`src/rtl/pipeline_buffer_decode_if.sv`:
```
// Fetch->decode buffer bus: fetch-side bundle and handshake, decode-side head bundle,
// flush and occupancy. The buffer uses the slave modport; its driver uses master.
interface pipeline_buffer_decode_if #(
    parameter int DATA_WIDTH  = 64,
    parameter int ADDR_WIDTH  = 64,
    parameter int INSTR_WIDTH = 32,
    parameter int DEPTH       = 4
);
    localparam int CNT_W = $clog2(DEPTH + 1);

    logic                   flush_i;
    logic                   in_valid_i;
    logic                   in_ready_o;
    logic                   log_trace_i;
    logic                   branch_pred_taken_i;
    logic [1:0]             btb_way_i;
    logic [ADDR_WIDTH-1:0]  pc_target_addr_pred_i;
    logic [INSTR_WIDTH-1:0] instr_i;
    logic [DATA_WIDTH-1:0]  pc_i;
    logic [DATA_WIDTH-1:0]  pc_plus4_i;

    logic                   out_valid_o;
    logic                   out_ready_i;
    logic                   log_trace_o;
    logic                   branch_pred_taken_o;
    logic [1:0]             btb_way_o;
    logic [ADDR_WIDTH-1:0]  pc_target_addr_pred_o;
    logic [INSTR_WIDTH-1:0] instr_o;
    logic [DATA_WIDTH-1:0]  pc_o;
    logic [DATA_WIDTH-1:0]  pc_plus4_o;
    logic [CNT_W-1:0]       count_o;

    modport slave (
        input  flush_i, in_valid_i, log_trace_i, branch_pred_taken_i, btb_way_i,
               pc_target_addr_pred_i, instr_i, pc_i, pc_plus4_i, out_ready_i,
        output in_ready_o, out_valid_o, log_trace_o, branch_pred_taken_o, btb_way_o,
               pc_target_addr_pred_o, instr_o, pc_o, pc_plus4_o, count_o
    );

    modport master (
        output flush_i, in_valid_i, log_trace_i, branch_pred_taken_i, btb_way_i,
               pc_target_addr_pred_i, instr_i, pc_i, pc_plus4_i, out_ready_i,
        input  in_ready_o, out_valid_o, log_trace_o, branch_pred_taken_o, btb_way_o,
               pc_target_addr_pred_o, instr_o, pc_o, pc_plus4_o, count_o
    );
endinterface

```
`src/rtl/pipeline_buffer_decode.sv`:
```
// Elastic DEPTH-entry fetch->decode FIFO with single-cycle flush.
// Optional PIPELINE_BUFFER_DECODE_BYPASS_EN: empty buffer forwards the input bundle combinationally.
module pipeline_buffer_decode #(
    parameter int DATA_WIDTH  = 64,
    parameter int ADDR_WIDTH  = 64,
    parameter int INSTR_WIDTH = 32,
    parameter int DEPTH       = 4
) (
    input  logic                    clk_i,
    input  logic                    arst_i,
    pipeline_buffer_decode_if.slave bus
);
    localparam int PTR_W = $clog2(DEPTH);
    localparam int CNT_W = $clog2(DEPTH + 1);
    localparam int BW    = 4 + ADDR_WIDTH + INSTR_WIDTH + 2 * DATA_WIDTH;

    typedef logic [BW-1:0] bundle_t;

    bundle_t          mem_q [DEPTH];
    logic [PTR_W-1:0] rd_ptr_q, rd_ptr_d;
    logic [PTR_W-1:0] wr_ptr_q, wr_ptr_d;
    logic [CNT_W-1:0] cnt_q, cnt_d;

    bundle_t in_bundle;
    bundle_t head_bundle;
    logic    empty, full, push, pop, out_valid;

    assign in_bundle = {bus.log_trace_i, bus.branch_pred_taken_i, bus.btb_way_i,
                        bus.pc_target_addr_pred_i, bus.instr_i, bus.pc_i, bus.pc_plus4_i};

    assign empty = (cnt_q == '0);
    assign full  = (cnt_q == CNT_W'(DEPTH));
    assign pop   = ~empty & bus.out_ready_i & ~bus.flush_i;

`ifdef PIPELINE_BUFFER_DECODE_BYPASS_EN
    logic byp;
    // A bypassed bundle that decode accepts immediately never occupies an entry.
    assign byp         = empty & bus.in_valid_i & ~bus.flush_i;
    assign push        = bus.in_valid_i & ~full & ~bus.flush_i & ~(byp & bus.out_ready_i);
    assign out_valid   = ~empty | byp;
    assign head_bundle = !empty ? mem_q[rd_ptr_q] : (byp ? in_bundle : '0);
`else
    assign push        = bus.in_valid_i & ~full & ~bus.flush_i;
    assign out_valid   = ~empty;
    assign head_bundle = !empty ? mem_q[rd_ptr_q] : '0;
`endif

    assign bus.in_ready_o  = ~full;
    assign bus.out_valid_o = out_valid;
    assign bus.count_o     = cnt_q;
    assign {bus.log_trace_o, bus.branch_pred_taken_o, bus.btb_way_o,
            bus.pc_target_addr_pred_o, bus.instr_o, bus.pc_o, bus.pc_plus4_o} = head_bundle;

    always_comb begin
        rd_ptr_d = rd_ptr_q;
        wr_ptr_d = wr_ptr_q;
        cnt_d    = cnt_q;
        if (bus.flush_i) begin
            rd_ptr_d = '0;
            wr_ptr_d = '0;
            cnt_d    = '0;
        end else begin
            if (push) wr_ptr_d = wr_ptr_q + PTR_W'(1);
            if (pop)  rd_ptr_d = rd_ptr_q + PTR_W'(1);
            case ({push, pop})
                2'b10:   cnt_d = cnt_q + CNT_W'(1);
                2'b01:   cnt_d = cnt_q - CNT_W'(1);
                default: cnt_d = cnt_q;
            endcase
        end
    end

    always_ff @(posedge clk_i or posedge arst_i) begin
        if (arst_i) begin
            rd_ptr_q <= '0;
            wr_ptr_q <= '0;
            cnt_q    <= '0;
        end else begin
            rd_ptr_q <= rd_ptr_d;
            wr_ptr_q <= wr_ptr_d;
            cnt_q    <= cnt_d;
        end
    end

    // Payload storage carries no reset; the empty mux hides stale contents.
    always_ff @(posedge clk_i) begin
        if (push) mem_q[wr_ptr_q] <= in_bundle;
    end

    always_ff @(posedge clk_i) begin
        if (!arst_i) begin
            assert (!(push && !pop && full)) else $error("buffer overflow");
            assert (!(pop && empty))         else $error("buffer underflow");
        end
    end
endmodule
```
`src/flat_wrapper.sv`:
```
// flat-port wrapper written by rule: the top's interface ports become plain ports
module pipeline_buffer_decode_flat 
#(
    parameter int DATA_WIDTH  = 64,
    parameter int ADDR_WIDTH  = 64,
    parameter int INSTR_WIDTH = 32,
    parameter int DEPTH       = 4
)
  (clk_i, arst_i, bus_flush_i, bus_in_valid_i, bus_log_trace_i, bus_branch_pred_taken_i, bus_btb_way_i, bus_pc_target_addr_pred_i, bus_instr_i, bus_pc_i, bus_pc_plus4_i, bus_out_ready_i, bus_in_ready_o, bus_out_valid_o, bus_log_trace_o, bus_branch_pred_taken_o, bus_btb_way_o, bus_pc_target_addr_pred_o, bus_instr_o, bus_pc_o, bus_pc_plus4_o, bus_count_o);
  pipeline_buffer_decode_if #(.DATA_WIDTH(DATA_WIDTH), .ADDR_WIDTH(ADDR_WIDTH), .INSTR_WIDTH(INSTR_WIDTH), .DEPTH(DEPTH)) bus_i ();
  input  logic clk_i;
  input  logic arst_i;
  input wire logic [$bits(bus_i.flush_i)-1:0] bus_flush_i;
  input wire logic [$bits(bus_i.in_valid_i)-1:0] bus_in_valid_i;
  input wire logic [$bits(bus_i.log_trace_i)-1:0] bus_log_trace_i;
  input wire logic [$bits(bus_i.branch_pred_taken_i)-1:0] bus_branch_pred_taken_i;
  input wire logic [$bits(bus_i.btb_way_i)-1:0] bus_btb_way_i;
  input wire logic [$bits(bus_i.pc_target_addr_pred_i)-1:0] bus_pc_target_addr_pred_i;
  input wire logic [$bits(bus_i.instr_i)-1:0] bus_instr_i;
  input wire logic [$bits(bus_i.pc_i)-1:0] bus_pc_i;
  input wire logic [$bits(bus_i.pc_plus4_i)-1:0] bus_pc_plus4_i;
  input wire logic [$bits(bus_i.out_ready_i)-1:0] bus_out_ready_i;
  output wire logic [$bits(bus_i.in_ready_o)-1:0] bus_in_ready_o;
  output wire logic [$bits(bus_i.out_valid_o)-1:0] bus_out_valid_o;
  output wire logic [$bits(bus_i.log_trace_o)-1:0] bus_log_trace_o;
  output wire logic [$bits(bus_i.branch_pred_taken_o)-1:0] bus_branch_pred_taken_o;
  output wire logic [$bits(bus_i.btb_way_o)-1:0] bus_btb_way_o;
  output wire logic [$bits(bus_i.pc_target_addr_pred_o)-1:0] bus_pc_target_addr_pred_o;
  output wire logic [$bits(bus_i.instr_o)-1:0] bus_instr_o;
  output wire logic [$bits(bus_i.pc_o)-1:0] bus_pc_o;
  output wire logic [$bits(bus_i.pc_plus4_o)-1:0] bus_pc_plus4_o;
  output wire logic [$bits(bus_i.count_o)-1:0] bus_count_o;
  assign bus_i.flush_i = bus_flush_i;
  assign bus_i.in_valid_i = bus_in_valid_i;
  assign bus_i.log_trace_i = bus_log_trace_i;
  assign bus_i.branch_pred_taken_i = bus_branch_pred_taken_i;
  assign bus_i.btb_way_i = bus_btb_way_i;
  assign bus_i.pc_target_addr_pred_i = bus_pc_target_addr_pred_i;
  assign bus_i.instr_i = bus_instr_i;
  assign bus_i.pc_i = bus_pc_i;
  assign bus_i.pc_plus4_i = bus_pc_plus4_i;
  assign bus_i.out_ready_i = bus_out_ready_i;
  assign bus_in_ready_o = bus_i.in_ready_o;
  assign bus_out_valid_o = bus_i.out_valid_o;
  assign bus_log_trace_o = bus_i.log_trace_o;
  assign bus_branch_pred_taken_o = bus_i.branch_pred_taken_o;
  assign bus_btb_way_o = bus_i.btb_way_o;
  assign bus_pc_target_addr_pred_o = bus_i.pc_target_addr_pred_o;
  assign bus_instr_o = bus_i.instr_o;
  assign bus_pc_o = bus_i.pc_o;
  assign bus_pc_plus4_o = bus_i.pc_plus4_o;
  assign bus_count_o = bus_i.count_o;
  pipeline_buffer_decode #(.DATA_WIDTH(DATA_WIDTH), .ADDR_WIDTH(ADDR_WIDTH), .INSTR_WIDTH(INSTR_WIDTH), .DEPTH(DEPTH)) u_core (.clk_i(clk_i), .arst_i(arst_i), .bus(bus_i));
endmodule
```
`config.mk`:
```
export PLATFORM = sky130hd
export DESIGN_NAME = pipeline_buffer_decode_flat
export DESIGN_NICKNAME = d
export VERILOG_FILES = /design/src/rtl/pipeline_buffer_decode_if.sv /design/src/rtl/pipeline_buffer_decode.sv /design/src/flat_wrapper.sv
export SDC_FILE = /design/constraint.sdc
export NUM_CORES = 1
export LEC_CHECK = 0
export CORE_MARGIN = 2
export CORE_UTILIZATION = 40
export CTS_BUF_LIST = sky130_fd_sc_hd__clkbuf_4
export DETAILED_ROUTE_END_ITERATION = 7
export PLACE_DENSITY_LB_ADDON = 0.1
export SLEW_MARGIN = 5
export SYNTH_ARGS = -nofsm -noshare
export SYNTH_HDL_FRONTEND = slang
export SYNTH_SLANG_ARGS = --single-unit
```
`constraint.sdc`:
```
create_clock -name clk_i -period 8.7 [get_ports clk_i]
set_input_delay 2.61 -clock clk_i [delete_from_list [all_inputs] [get_ports clk_i]]
set_output_delay 2.61 -clock clk_i [all_outputs]
set_load 0.1 [all_outputs]
```
==> flow_metrics.py, run 1 <==
metrics = {
    "run_status": {
        "outcome": "complete, no violations",
    },
    "setup_path": {
        "critical_path_required_ns": 6.09,
        "crit_arrival_ns": 4.59,
        "path_max_fanout": 179,
        "cp-start-kind": "register",
        "criticalPathCategory": "register to output pin",
        "cp-end-kind": "output pin",
    },
    "timing": {
        "hold_viol_final": 0,
        "period_minus_slack_ns": 7.20,
        "slew_headroom_pct": 25.4,
        "fin_crit_sh_pct": 82.8,
        "grt_setup_unrepaired": "no",
        "slew_viol_final": 0,
        "fin_ws_ns": 1.50,
        "fmax_ghz": 0.139,
        "whs_ns": 0.577,
        "worst_pin_slew_ns": 1.12,
        "setup_viol": 0,
        "fin_setup_tns_ns": 0,
        "finalClockSkew_ns": 0.0634,
    },
    "job": {
        "cap_viol_max_count": 0,
    },
    "placement": {
        "io_buffers": 465,
        "dpl_worst_slack_ns": 2.56,
        "dp_hpwl_um": 43600,
        "gp_congestion": 0.716,
    },
    "synthesis": {
        "ys.flop_type": "edfxtp_1",
        "synth_xor_xnor_area_share_pct": 0.0750,
        "synth_compound_area_share_pct": 0.307,
        "syn_area_sq_um": 35000,
        "synth-seq-cells": 919,
        "synth_edf_count": 912,
        "synth_top_family_by_area": "multiplexers",
        "synth_nets": 1750,
        "synth_cell_type_count": 33,
        "yosys.area_share.simple_pct": 4.45,
        "ys_async_sr_fraction_pct": 0.762,
        "avgSynthCellArea_sq_um": 23.2,
        "synthAdderAreaFrac_pct": 0.200,
        "yosysSeqAreaShare_pct": 78.7,
        "synthesis.instances": 1512,
        "yosysWarnings": 0,
        "yosys-mux-area-fraction_pct": 14.7,
    },
    "floorplan": {
        "start_util_pct": 40.4,
        "rows": 108,
        "io_pins": 466,
        "die_area_sq_um": 90000,
        "die_h_um": 300,
        "core_area_sq_um": 86800,
        "dieWidth_um": 300,
    },
    "power": {
        "p_per_area_nw_per_um2": 261,
        "report.power.total_mw": 11.4,
        "ir_worst_vdd_mv": 0.157,
        "leakagePower_nw": 13.9,
    },
    "global_route": {
        "antenna_found_initial": 9,
        "grt_pass1_vias": 18500,
        "grt-ovfl-total": 0,
        "grt_pass1_wl_um": 117000,
        "grt_max_degree": 179,
        "groute.usage.overall_pct": 17.6,
    },
    "final_layout": {
        "nets": 2384,
        "syn2layout_area_growth_pct": 24.9,
        "final_common_cell": "edfxtp_1",
        "final_cell_mix": "edfxtp_1 (912), clkdlybuf4s50_1 (465), clkbuf_4 (333), and2_1 (229), mux4_2 (228)",
        "drive_gt1_share_pct": 26.2,
        "final_util_pct": 50.4,
        "num-fill-cells": 7201,
    },
    "clocking": {
        "h-tree-depth": 4,
        "clk_latency_ns": 1.09,
        "cts_setup_buffers": 0,
        "cts_tree": "built",
        "cts_hold_buf": 0,
        "cts_max_path_buffers": 3,
        "cts.clk_slew.worst_paths_ns": 0.06,
        "cts_resized": 0,
        "numCtsBuffers": 232,
        "cts_sinks": 919,
        "cts_root_buffer": "clkbuf_4",
    },
    "min_path": {
        "worstHoldPathType": "register to register",
    },
    "drt": {
        "first_iter_violations": 888,
        "wirelength_um": 78600,
        "post_drt_wl_per_cell_um": 22.6,
        "dr.pass1.iters": 4,
        "vias": 17200,
        "viasPerCell": 4.96,
        "ant_nets": 0,
        "drc_errors": 0,
    },
}
worst max-delay path: stages (launching register included):
cell and delay, ns:
dfrtp_1 0.57, or3_4 0.59, buf_12 0.61, and2_1 0.28
clkdlybuf4s50_1 1.17
where the power goes:
group | total [mW] | internal [mW] | leakage, nW | switching, mW
clock network | 3.47 | 1.80 | 1.70 | 1.67
registers | 5.08 | 5.03 | 8.37 | 0.0547
logic | 2.85 | 0.802 | 3.83 | 2.05
total | 11.4 | 7.63 | 13.9 | 3.77
stage by stage:
step	cells	cell area (sq um)
4_1_cts	3465	43700
6_report	3477	43800
5_1_grt	3475	43700
3_3_place_gp	3067	40900
3_5_place_dp	3067	40900
2_1_floorplan	1512	35000
final cells by class:
class	instances	area (sq um)	share of cell area [%]
clock buffer	333	2500	5.71
sequential	919	27600	63.0
antenna	12	30.0	0.0686
clock inverter	65	325	0.744
tap	1155	1450	3.30
inverter	5	18.8	0.0429
multi-input combinational	507	6910	15.8
timing repair buffer	481	4950	11.3
cells in the mapped netlist, types with 2 or more instances:
| cell | number | area [sq um] |
|---|---|---|
| o21ai_0 | 4 | 20.0 |
| ha_1 | 4 | 50.1 |
| nand2b_1 | 2 | 12.5 |
| and2_1 | 233 | 1460 |
| nor2_1 | 6 | 22.5 |
| buf_2 | 26 | 130 |
| a21oi_1 | 6 | 30.0 |
| edfxtp_1 | 912 | 27400 |
| nor3_1 | 2 | 10.0 |
| dfrtp_1 | 7 | 175 |
| nand2_1 | 5 | 18.8 |
| xor2_1 | 2 | 17.5 |
| buf_12 | 2 | 40.0 |
| inv_1 | 5 | 18.8 |
| buf_6 | 25 | 282 |
| clkbuf_1 | 26 | 97.6 |
| nand3_1 | 2 | 10.0 |
| mux4_2 | 228 | 5130 |
path summary, 6_finish.rpt:
check                                      startpoint                             to  slack [ns]  depth (start not counted)
worst max register to register  u_core.bus.count_o[1]           u_core.mem_q[0][121]        5.75                          5
worst min-delay path               u_core.wr_ptr_q[1]             u_core.wr_ptr_q[1]        0.58                          2
min in group asynchronous                      arst_i          u_core.bus.count_o[2]        1.81                          2
worst min register to register     u_core.wr_ptr_q[1]             u_core.wr_ptr_q[1]        0.58                          2
worst max-delay path            u_core.bus.count_o[1]  bus_pc_target_addr_pred_o[45]        1.50                          4
max in group asynchronous                      arst_i             u_core.rd_ptr_q[0]        6.62                          2
metal layers:
metal	GRT usage, %	part of all wire (%)	vias up
met2	28.7	50	523
met1	21.4	40	8907
met3	6.53	7.2	140
met4	6.37	1.9	10
li1	-	-	7651
met5	0	0.083	-
registers in the layout (all words and copies together) (netlist names):
signal / flops
u_core.rd_ptr_q: 2
u_core.bus.count_o: 3
u_core.mem_q: 912
u_core.wr_ptr_q: 2
cell families (layout without fill, tap and decap cells):
kind of cell               count (synthesis)  after routing
DFF                                      919            919
and+or+nand+nor                          254            254
muxes                                    228            228
buffers and inverters                     86            884
AOI/OAI and AO/OA                         17             17
adders and majority gates                  5              5
xor gates and xnor gates                   3              3
other                                      0             12
No activity file was read; power rests on OpenSTA's default activity.
==> run 2, diff against run 1 <==
clock period = 6.5 ns   (was 8.7 ns; I/O delays follow)
==> flow_metrics.py, run 2 (synthesized netlist as in run 1, its figures left out) <==
metrics = {
    "timing": {
        "period_minus_slack_ns": 6.19,
        "grt_setup_unrepaired": "no",
        "fmax_ghz": 0.162,
        "fin_crit_sh_pct": 95.2,
        "fin_setup_tns_ns": 0,
        "worst_pin_slew_ns": 1.11,
        "hold_viol_final": 0,
        "finalClockSkew_ns": 0.0451,
        "setup_viol": 0,
        "slew_viol_final": 0,
        "slew_headroom_pct": 25.7,
    },
    "power": {
        "ir_worst_vdd_mv": 0.192,
        "leakagePower_nw": 14.2,
        "p_per_area_nw_per_um2": 347,
    },
    "drt": {
        "wirelength_met1_um": 31500,
        "dr.pass1.iters": 4,
        "vias": 17500,
        "viasPerCell": 4.99,
        "top_layer_used": "met5",
        "dr_wl_met2_um": 41400,
        "wl_met3_um": 6070,
        "ant_nets": 0,
        "first_iter_violations": 943,
        "wirelength_um": 80600,
        "post_drt_wl_per_cell_um": 22.9,
        "drc_errors": 0,
    },
    "clocking": {
        "cts_tree": "built",
        "cts_hold_buf": 0,
        "cts_max_path_buffers": 3,
        "cts_root_buffer": "clkbuf_4",
        "cts.clk_slew.worst_paths_ns": 0.06,
        "cts_setup_buffers": 0,
        "cts_resized": 0,
        "cts_sinks": 919,
        "h-tree-depth": 4,
        "numCtsBuffers": 233,
        "clk_latency_ns": 1.06,
    },
    "final_layout": {
        "syn2layout_area_growth_pct": 26.1,
        "largest_reg_flops": 912,
        "final_common_cell": "edfxtp_1",
        "final_cell_mix": "edfxtp_1 (912), clkdlybuf4s50_1 (459), clkbuf_4 (343), and2_1 (229), mux4_2 (228)",
        "regMostFlops": "u_core.mem_q",
        "final_cell_area_sq_um": 44200,
        "drive_gt1_share_pct": 27.7,
        "nets": 2418,
    },
    "placement": {
        "place_area_sq_um": 41300,
        "io_buffers": 465,
        "gp_congestion": 0.740,
        "dp_hpwl_um": 48000,
    },
    "setup_path": {
        "criticalPathCategory": "register to output pin",
        "worstSetupEndpoint": "bus_pc_target_addr_pred_o[31]",
        "cp-startpoint": "u_core.rd_ptr_q[0]",
        "rr_endpoint": "u_core.mem_q[3][205]",
        "cp-start-kind": "register",
        "critical_path_required_ns": 4.55,
        "path_max_fanout": 30,
        "r2r_slack_ns": 3.66,
        "reg2reg_from": "u_core.bus.count_o[0]",
        "r2r.worst_path.cells": 5,
        "crit_arrival_ns": 4.24,
        "cp-end-kind": "output pin",
    },
    "floorplan": {
        "dieWidth_um": 300,
        "core_area_sq_um": 86800,
        "io_pins": 466,
        "rows": 108,
        "start_util_pct": 40.4,
        "die_h_um": 300,
        "die_area_sq_um": 90000,
    },
    "global_route": {
        "grt_pass1_vias": 19100,
        "grt-ovfl-total": 0,
        "antenna_found_initial": 16,
        "groute.usage.overall_pct": 18.1,
        "grt_max_degree": 96,
        "grt_pass1_wl_um": 119000,
    },
    "min_path": {
        "hold_start": "u_core.wr_ptr_q[1]",
        "worstHoldPathType": "register to register",
    },
    "job": {
        "cap_viol_max_count": 0,
    },
    "run_status": {
        "outcome": "complete, no violations",
    },
}
-- run 2: layout make-up --
type	count	area, sq um
Fill cell	7178	42600
Sequential cell	919	27600
Multi-Input combinational cell	507	6910
Timing Repair Buffer	514	5350
Clock buffer	343	2570
Tap cell	1155	1450
Clock inverter	67	312
Inverter	5	18.8
Antenna cell	6	15.0
-- run 2: report_power, final --
part           leakage (nW)  total, mW  internal (mW)  switching [mW]
clock                  1.73       4.65           2.44            2.21
sequential             8.37       6.80           6.73          0.0684
combinational          4.06       3.88           1.11            2.77
-- run 2: worst max-delay path, stage by stage, from the launching register on --
cell	delay, ns
dfrtp_4	0.93
buf_4	0.48
mux4_2	0.55
and2_1	0.20
clkdlybuf4s50_1	0.99
-- run 2: how the worst min path moves through the flow --
stage                         endpoint  cells past startpoint
global route        u_core.wr_ptr_q[1]                      2
global placement    u_core.wr_ptr_q[1]                      2
detailed placement  u_core.wr_ptr_q[1]                      2
finish              u_core.wr_ptr_q[1]                      2
CTS                 u_core.wr_ptr_q[1]                      2
floorplan           u_core.wr_ptr_q[1]                      2
-- run 2: metrics by stage --
| stage | total power, mW | std cells | utilization [%] | hold WS (ns) | setup WS [ns] |
|---|---|---|---|---|---|
| 3_3_place_gp | 10.9 | 3100 | 47.6 | 0.559 | 1.30 |
| 4_1_cts | 15.6 | 3510 | 50.9 | 0.591 | 0.0123 |
| 3_5_place_dp | 10.9 | 3100 | 47.6 | 0.579 | 1.31 |
| 6_report | 15.3 | 3516 | 50.9 | 0.583 | 0.313 |
| 5_1_grt | 16.0 | 3515 | 50.9 | 0.624 | 0.0121 |
| 2_1_floorplan | 9.81 | 1512 | - | 0.543 | 0.712 |
-- run 2: per-layer routing --
layer / vias up / track usage [%]
met1: 9093 / 21.8
met2: 567 / 29.9
met4: 20 / 6.81
met5: - / 0
li1: 7722 / -
met3: 133 / 6.45
